### src/rtl/ps2_kbd_poller_if.sv
// Keyboard register bus plus character-stream handshake seen by ps2_kbd_poller.
// master = the poller; slave = keyboard block and character consumer together.
interface ps2_kbd_poller_if;
   logic       kbd_cs;
   logic       kbd_addr;
   logic [7:0] kbd_dout;
   logic [6:0] char_data;
   logic       char_valid;
   logic       char_ready;

   modport master (
      output kbd_cs,
      output kbd_addr,
      input  kbd_dout,
      output char_data,
      output char_valid,
      input  char_ready
   );

   modport slave (
      input  kbd_cs,
      input  kbd_addr,
      output kbd_dout,
      input  char_data,
      input  char_valid,
      output char_ready
   );
endinterface

### src/rtl/ps2_kbd_poller.sv
// Polls the PS/2 keyboard status/buffer registers and queues ASCII codes in a FWFT FIFO.
// Define KBD_POLL_LOWERCASE_EN to fold 'A'..'Z' to lower case before the push.
module ps2_kbd_poller #(
   parameter int unsigned POLL_DIV = 250,
   parameter int unsigned DEPTH    = 16
) (
   input  logic                    clk25,
   input  logic                    rst,
   ps2_kbd_poller_if.master        bus,
   output logic [$clog2(DEPTH):0]  fifo_count
);

   localparam int unsigned AW = $clog2(DEPTH);
   localparam int unsigned CW = AW + 1;
   localparam logic [15:0] PollLast = 16'(POLL_DIV - 1);

   typedef enum logic [2:0] {
      StIdle,
      StStat,
      StSwait,
      StData,
      StDwait
   } state_e;

   state_e        state_q, state_d;
   logic [15:0]   poll_cnt_q, poll_cnt_d;
   logic          kbd_cs_q, kbd_cs_d;
   logic          kbd_addr_q, kbd_addr_d;

   logic [6:0]    mem_q [DEPTH];
   logic [AW-1:0] wr_ptr_q, wr_ptr_d;
   logic [AW-1:0] rd_ptr_q, rd_ptr_d;
   logic [CW-1:0] count_q, count_d;

   logic          full;
   logic          empty;
   logic          poll_due;
   logic          push;
   logic          pop;
   logic [6:0]    push_char;

   assign full     = (count_q == CW'(DEPTH));
   assign empty    = (count_q == '0);
   assign poll_due = (poll_cnt_q == PollLast);

   // FSM: state register
   always_ff @(posedge clk25) begin
      if (rst) begin
         state_q <= StIdle;
      end else begin
         state_q <= state_d;
      end
   end

   // FSM: next state
   always_comb begin
      state_d = state_q;
      unique case (state_q)
         StIdle:  if (poll_due && !full) state_d = StStat;
         StStat:  state_d = StSwait;
         StSwait: state_d = bus.kbd_dout[7] ? StData : StIdle;
         StData:  state_d = StDwait;
         StDwait: state_d = StIdle;
         default: state_d = StIdle;
      endcase
   end

   // FSM: outputs, computed from the next state so kbd_cs/kbd_addr come straight off flops
   always_comb begin
      kbd_cs_d   = (state_d == StStat) || (state_d == StData);
      kbd_addr_d = kbd_addr_q;
      if (state_d == StStat) kbd_addr_d = 1'b1;
      if (state_d == StData) kbd_addr_d = 1'b0;

      // Saturate at the last count while full so polling resumes as soon as room appears
      poll_cnt_d = poll_cnt_q;
      if (state_q == StIdle) begin
         if (poll_due) begin
            if (!full) poll_cnt_d = '0;
         end else begin
            poll_cnt_d = poll_cnt_q + 16'd1;
         end
      end

      push = (state_q == StDwait);
   end

   always_ff @(posedge clk25) begin
      if (rst) begin
         poll_cnt_q <= '0;
         kbd_cs_q   <= 1'b0;
         kbd_addr_q <= 1'b0;
      end else begin
         poll_cnt_q <= poll_cnt_d;
         kbd_cs_q   <= kbd_cs_d;
         kbd_addr_q <= kbd_addr_d;
      end
   end

`ifdef KBD_POLL_LOWERCASE_EN
   always_comb begin
      push_char = bus.kbd_dout[6:0];
      if (bus.kbd_dout[6:0] >= 7'h41 && bus.kbd_dout[6:0] <= 7'h5A) begin
         push_char = bus.kbd_dout[6:0] | 7'h20;
      end
   end
`else
   assign push_char = bus.kbd_dout[6:0];
`endif

   assign pop = !empty && bus.char_ready;

   always_comb begin
      wr_ptr_d = wr_ptr_q;
      rd_ptr_d = rd_ptr_q;
      count_d  = count_q;
      if (push) wr_ptr_d = wr_ptr_q + 1'b1;
      if (pop)  rd_ptr_d = rd_ptr_q + 1'b1;
      unique case ({push, pop})
         2'b10:   count_d = count_q + 1'b1;
         2'b01:   count_d = count_q - 1'b1;
         default: count_d = count_q;
      endcase
   end

   always_ff @(posedge clk25) begin
      if (rst) begin
         wr_ptr_q <= '0;
         rd_ptr_q <= '0;
         count_q  <= '0;
      end else begin
         wr_ptr_q <= wr_ptr_d;
         rd_ptr_q <= rd_ptr_d;
         count_q  <= count_d;
      end
   end

   // Storage is not reset; char_data is gated to zero while empty instead
   always_ff @(posedge clk25) begin
      if (push) mem_q[wr_ptr_q] <= push_char;
   end

   assign bus.kbd_cs     = kbd_cs_q;
   assign bus.kbd_addr   = kbd_addr_q;
   assign bus.char_valid = !empty;
   assign bus.char_data  = empty ? 7'h00 : mem_q[rd_ptr_q];
   assign fifo_count     = count_q;

`ifndef SYNTHESIS
   a_cs_single: assert property (@(posedge clk25) disable iff (rst) kbd_cs_q |=> !kbd_cs_q);
   a_no_ovf:    assert property (@(posedge clk25) disable iff (rst) push |-> !full);
`endif

endmodule
### src/flat_wrapper.sv
// flat-port wrapper written by rule: the top's interface ports become plain ports
module ps2_kbd_poller_flat 
#(
   parameter int unsigned POLL_DIV = 250,
   parameter int unsigned DEPTH    = 16
)
  (clk25, rst, fifo_count, bus_kbd_cs, bus_kbd_addr, bus_kbd_dout, bus_char_data, bus_char_valid, bus_char_ready);
  ps2_kbd_poller_if bus_i ();
  input  logic clk25;
  input  logic rst;
  output logic [$clog2(DEPTH):0] fifo_count;
  output wire logic [$bits(bus_i.kbd_cs)-1:0] bus_kbd_cs;
  output wire logic [$bits(bus_i.kbd_addr)-1:0] bus_kbd_addr;
  input wire logic [$bits(bus_i.kbd_dout)-1:0] bus_kbd_dout;
  output wire logic [$bits(bus_i.char_data)-1:0] bus_char_data;
  output wire logic [$bits(bus_i.char_valid)-1:0] bus_char_valid;
  input wire logic [$bits(bus_i.char_ready)-1:0] bus_char_ready;
  assign bus_kbd_cs = bus_i.kbd_cs;
  assign bus_kbd_addr = bus_i.kbd_addr;
  assign bus_i.kbd_dout = bus_kbd_dout;
  assign bus_char_data = bus_i.char_data;
  assign bus_char_valid = bus_i.char_valid;
  assign bus_i.char_ready = bus_char_ready;
  ps2_kbd_poller #(.POLL_DIV(POLL_DIV), .DEPTH(DEPTH)) u_core (.clk25(clk25), .rst(rst), .bus(bus_i), .fifo_count(fifo_count));
endmodule
### config.mk
export PLATFORM = sky130hd
export DESIGN_NAME = ps2_kbd_poller_flat
export DESIGN_NICKNAME = d
export VERILOG_FILES = /design/src/rtl/ps2_kbd_poller_if.sv /design/src/rtl/ps2_kbd_poller.sv /design/src/flat_wrapper.sv
export SDC_FILE = /design/constraint.sdc
export NUM_CORES = 1
export LEC_CHECK = 0
export ABC_AREA = 1
export CAP_MARGIN = 20
export CORE_AREA = 2 2 168 170
export DETAILED_ROUTE_END_ITERATION = 10
export DIE_AREA = 0 0 170 172
export GPL_ROUTABILITY_DRIVEN = 0
export GPL_TIMING_DRIVEN = 0
export SLEW_MARGIN = 40
export SYNTH_ARGS = -nofsm -noshare
export SYNTH_HDL_FRONTEND = slang
export SYNTH_SLANG_ARGS = --single-unit
export TNS_END_PERCENT = 30
### constraint.sdc
create_clock -name clk25 -period 2.6 [get_ports clk25]
set_input_delay 0.52 -clock clk25 [delete_from_list [all_inputs] [get_ports clk25]]
set_output_delay 0.52 -clock clk25 [all_outputs]
set_load 0.05 [all_outputs]
### Word-level counts from Yosys, hierarchy flattened

Memories as Yosys holds them, arrays and structs flattened. A register that Yosys moved wholly into a read port is not among the register bits.
Index checks and enable logic that the tools add are counted.
W data, S select, Z words.

* muxes and demuxes: 11
* equality and inequality tests: 11
* $add $sub $neg: 5
* reduce and logical (&&, ||, !) cells: 10

Operator list (number)
* $mux W16: 2
* $add A16 B1 Y16 const B: 1
* $eq A16 B8 Y1 const B: 1
* $pmux W3 S4: 1
* $pmux W5 S2: 1
* $eq A3 B2 Y1 const B: 3
* $add A4 B1 Y4 const B: 2
* $mux W4: 2
* $mux W7: 1
* $eq A3 B1 Y1 const B: 2
* $add A5 B1 Y5 const B: 1
* $eq A5 B5 Y1 const B: 1
* $logic_not A5 Y1: 1
* $sub A5 B1 Y5 const B: 1
* $eq A3 B3 Y1 const B: 1
* $logic_not A3 Y1: 1
* $mux W3: 1
* $eq A2 B1 Y1 const B: 1
* $eq A2 B2 Y1 const B: 1
* $logic_and A1 B1 Y1: 2
* $logic_not A1 Y1: 2
* $mux W1: 2
* $mux W2: 1
* $ne A2 B2 Y1 const B: 1
* 4 further kinds: 4

* word-level logic and storage cells: 45
* bits of input ports: 11
* memories kept: 1
* RAM bits: 112
* output and inout bits: 15
* register bits after elaboration: 34

Memory list
* u_core.mem_q: depth 16, bits a word 7, read ports 1, clocked after Yosys merged registers in 1, write ports 1, RTL line ps2_kbd_poller.sv:30 `logic [6:0] mem_q [DEPTH];`

### Depth between registers and ports, before layout

* depth in word-level cells: 7
* mapped depth: 15
* depth with buffers taken out: 15

### Worst setup path before layout

OpenSTA, ideal clock, no wires.

* path type: register to register
* from: register u_core.count_q[4], in the netlist u_core.fifo_count[4]
* to: register u_core.count_q[4], in the netlist u_core.fifo_count[4]
* data required time: 2.529 ns
* data arrival time: 2.617 ns
* path slack: -0.088 ns
* path buffers: 0
* clock period less this slack: 2.688 ns
* stages on the path, launching flop included: 16
* setup time: 0.071 ns
* cells stage by stage: dfxtp_1 inv_1 nand3_2 nand2_1 clkinv_1 ha_1 inv_1 fa_1 inv_1 nand2_1 nand2_1 nand2_1 a21o_1 nand2_1 nand2_1 a21oi_1

* longest elaborated chain between the ends: 5
* elaborated cells on any way between the ends: 9
* those cells by class: add/sub (2); eq/ne (2); mux (1); reduce/logical (4)

RTL lines
* from (decl): RTL line ps2_kbd_poller.sv:33 `logic [CW-1:0] count_q, count_d;`
* from (signal assigned): RTL line ps2_kbd_poller.sv:134 `count_q <= count_d;`
* $logic_not A5 Y1 (*): RTL line ps2_kbd_poller.sv:43 `assign empty = (count_q == '0);`
* $logic_not A1 Y1 (*)
* via bus_char_valid: RTL line flat_wrapper.sv:16 `output wire logic [$bits(bus_i.char_valid)-1:0] bus_char_valid;`
* $logic_and A1 B1 Y1 (*): RTL line ps2_kbd_poller.sv:111 `assign pop = !empty && bus.char_ready;`
* via u_core.pop: RTL line ps2_kbd_poller.sv:39 `logic pop;`
* $eq A2 B1 Y1 / $eq A2 B2 Y1 (equally long branches): RTL line ps2_kbd_poller.sv:119 `unique case ({push, pop})`
* $pmux W5 S2 / $reduce_bool A2 Y1 (equally long branches)

Mark *: on every way through the listed nets, which the timed path passes. The rest lies on a longest branch.
A chain may end at the register's enable or synchronous reset.

==> impl_metrics.toml <==
[grt]
grt_overflow_total = 0
grt_pass1_vias = 4734
antenna_found_initial = 0
grtUsageTotal_pct = 11.8
grt_max_degree = 17
grt_pass1_wl_um = 25700

[synthesis]
postSynthAreaPerCell_um2 = 9.72
synth_area_mm2 = 0.00676
synthCells = 696
synth-seq-cells = 150
synth_cell_types = 35
syn_nets = 719
yosysWarningCount = 0
ys_seq_area_share_pct = 61.0

[layout]
n_fill_cell = 2837
final_common_cell = "nand2_1"
nets = 766
finalInstanceArea_mm2 = 0.00816
drive_above_1_share_pct = 14.4
num_antenna_cells = 0
syn_to_final_growth_pct = 20.6
layout_common_cells = "196 x nand2_1, 112 x edfxtp_1, 99 x nand3_1"

[power_and_ir_drop]
p_switching_w = 0.00284
seqPwrFrac_pct = 35.4
internal_power_w = 0.00482
powerDensity_mw_per_mm2 = 939
vdd_drop_max_v = 0.000860
clkPwrFrac_pct = 29.2
combPwrFrac_pct = 35.4
switching_share_pct = 37.1
p_leak_nw = 2.94

[timing]
final.setup_skew_ns = 0.0101
period_needed_ns = 2.52
final_hold_viol_count = 0
setup_ws_ns = 0.0781
slew_viol_final = 0
max_freq_mhz = 397
finalSetupViolations = 0
slew_headroom_pct = 46.8
fin_crit_sh_pct = 97.0
worst_pin_slew_ns = 0.795
rsz0062_at_grt = "no"

[drt]
routed_via_density = 4.51
vias = 4972
drt-wirelength-per-cell_um = 15.0
drc = 0
drt_wl_total_um = 16600
drtIter0Drc = 471
firstDrtPassIters = 6
antenna_left = 0

[floorplanning]
fp.dieArea_mm2 = 0.0292
io_pins = 26
rows = 61
fp.dieW_um = 170
core-area_mm2 = 0.0275
initial_core_util_pct = 24.6
die_h_um = 172

[worst_setup_path]
r2r-start = "u_core.fifo_count[3]"
crit_fanout = 10
worst-r2r-cell-count = 15
worstSetupStartpointType = "flop"
cp.required_ns = 2.08
cp-end-kind = "primary output"
cpPeakStageDelay_ns = 0.50
regToRegSetupSlack_ns = 0.25
crit_chain = "clkbuf_2, nand3_1, a21oi_2, o21a_1, buf_4"
crit_type = "reg2out"
rr_endpoint = "u_core.fifo_count[4]"
slowest_stage = "dfxtp_1"
cp_data_arrival_time_ns = 2.00

[clock_network]
cts_root_buf = "clkbuf_16"
clockBufferDepth = 2
cts_tree = "yes"
ctsHtreeMaxLevel = 4
worstSkewPairLatency_ns = 0.43
path_clk_slew_ns = 0.06
holdBufCountCts = 0
clkSinkCount = 150
cts_buffers = 17

[run_status]
outcome = "finished clean"

[hold_path]
min_to = "u_core.bus.kbd_addr"
hold_class = "reg2reg"
min_from = "u_core.bus.kbd_addr"
hold_path_depth = 2

[place]
dpl_worst_slack_ns = -0.325
dp_hpwl_um = 10800
portBuffers = 24
placed_cell_area_mm2 = 0.00745

[run]
drv_cap = 0
==> cell usage after synthesis <==
library cell,n,area share [%]
o21ai_1,1,0.074
o21a_1,7,0.78
nor3_1,1,0.074
o21bai_1,3,0.33
clkbuf_1,7,0.39
nand2_1,196,11
a21oi_1,36,2.7
nor2_4,1,0.17
nand3_1,99,7.3
buf_2,16,1.2
nand4_1,13,1.2
buf_4,1,0.11
edfxtp_1,112,50
and2_1,1,0.093
nor4_1,2,0.18
inv_1,41,2.3
a21o_1,1,0.11
fa_1,1,0.30
inv_2,4,0.22
nand3_4,1,0.26
clkinv_1,1,0.055
buf_1,2,0.11
nand2_4,2,0.33
nand2_2,8,0.74
buf_12,1,0.30
a21oi_2,9,1.2
ha_1,11,2.0
o21ai_0,8,0.59
xor2_1,4,0.52
nand3_2,2,0.30
nor2_8,1,0.30
xnor2_1,3,0.39
nor2_1,58,3.2
dfxtp_1,38,11
nor2_2,4,0.37
==> metal layers <==
| metal | routed length, um | up-vias | GRT usage (%) |
|---|---|---|---|
| met5 | 0 | - | 0 |
| met2 | 7440 | 159 | 18.2 |
| met4 | 286 | 0 | 4.76 |
| met1 | 7700 | 2332 | 15.5 |
| met3 | 1120 | 21 | 3.36 |
| li1 | - | 2460 | - |
==> flip-flops by register name, summed over array words and instances, names as in the netlist, named ones only <==
register and flops:
u_core.state_q 3, u_core.poll_cnt_q 16, u_core.rd_ptr_q 4, u_core.mem_q 112, u_core.wr_ptr_q 4, u_core.fifo_count 5, u_core.bus.kbd_addr 1, u_core.bus.kbd_cs 1
==> final cells by class <==
| class | count | area, um2 | area share (%) |
|---|---|---|---|
| multi-input cells | 473 | 2360 | 28.9 |
| clock inverters | 15 | 108 | 1.32 |
| clock buffers | 17 | 425 | 5.22 |
| plain buffers | 27 | 253 | 3.10 |
| repair buffers | 28 | 278 | 3.41 |
| well taps | 346 | 433 | 5.31 |
| inverters | 46 | 173 | 2.12 |
| flip-flops and latches | 150 | 4130 | 50.6 |
==> worst max path at each step <==
stage	slack, ns	from	to	cells past startpoint
final	0.08	flop	bus_char_data[3]	5
after global routing	0.002	flop	bus_char_data[0]	7
after CTS	0.02	flop	bus_char_data[2]	8
after detailed placement	-0.32	flop	bus_char_data[2]	8
after global placement	-0.36	flop	bus_char_data[4]	6
after floorplan	0.04	u_core.fifo_count[2]	u_core.fifo_count[4]	15
==> metrics by stage <==
step	instances	setup TNS, ns	hold WS [ns]	utilization (%)	total power (W)
CTS	1098	0	0.458	29.2	0.00747
finish	1102	0	0.455	29.7	0.00766
global placement	1066	-2.15	0.439	27.1	0.00515
global route	1102	0	0.476	29.7	0.00802
detailed placement	1066	-2.15	0.444	27.1	0.00518
floorplan	696	0	0.442	-	0.00441
==> power by group through the flow <==
stage / Clock [W] / Combinational [W] / Sequential [W]
after CTS: 0.00228 / 0.00248 / 0.00271
after detailed placement: 0 / 0.00242 / 0.00276
after global placement: 0 / 0.00239 / 0.00276
after floorplan: 0 / 0.00157 / 0.00284
final: 0.00224 / 0.00271 / 0.00271
after global routing: 0.00238 / 0.00292 / 0.00272
==> cells by family after synthesis <==
kind of cell / synth area share [%]
simple gates: 25.4
flops: 61.0
buf+inv: 4.64
compound gates: 5.72
fa+ha+maj: 2.33
xor+xnor: 0.906
==> worst max-delay path, delay by kind of cell, from the launching register on <==
kind,cells,cell delay (ns)
buffers and inverters,2,0.52
AOI/OAI and AO/OA,2,0.39
DFF,1,0.50
and+or+nand+nor,1,0.16
==> timing repair <==
| item | in CTS | in global routing |
|---|---|---|
| resized for setup | 66 | 30 |
| buffers inserted | 0 | 3 |
| cloned | 0 | 1 |
| pin swaps | 0 | 3 |
| setup endpoints to repair | 7 | 9 |
(Power assumes the default switching activity.)
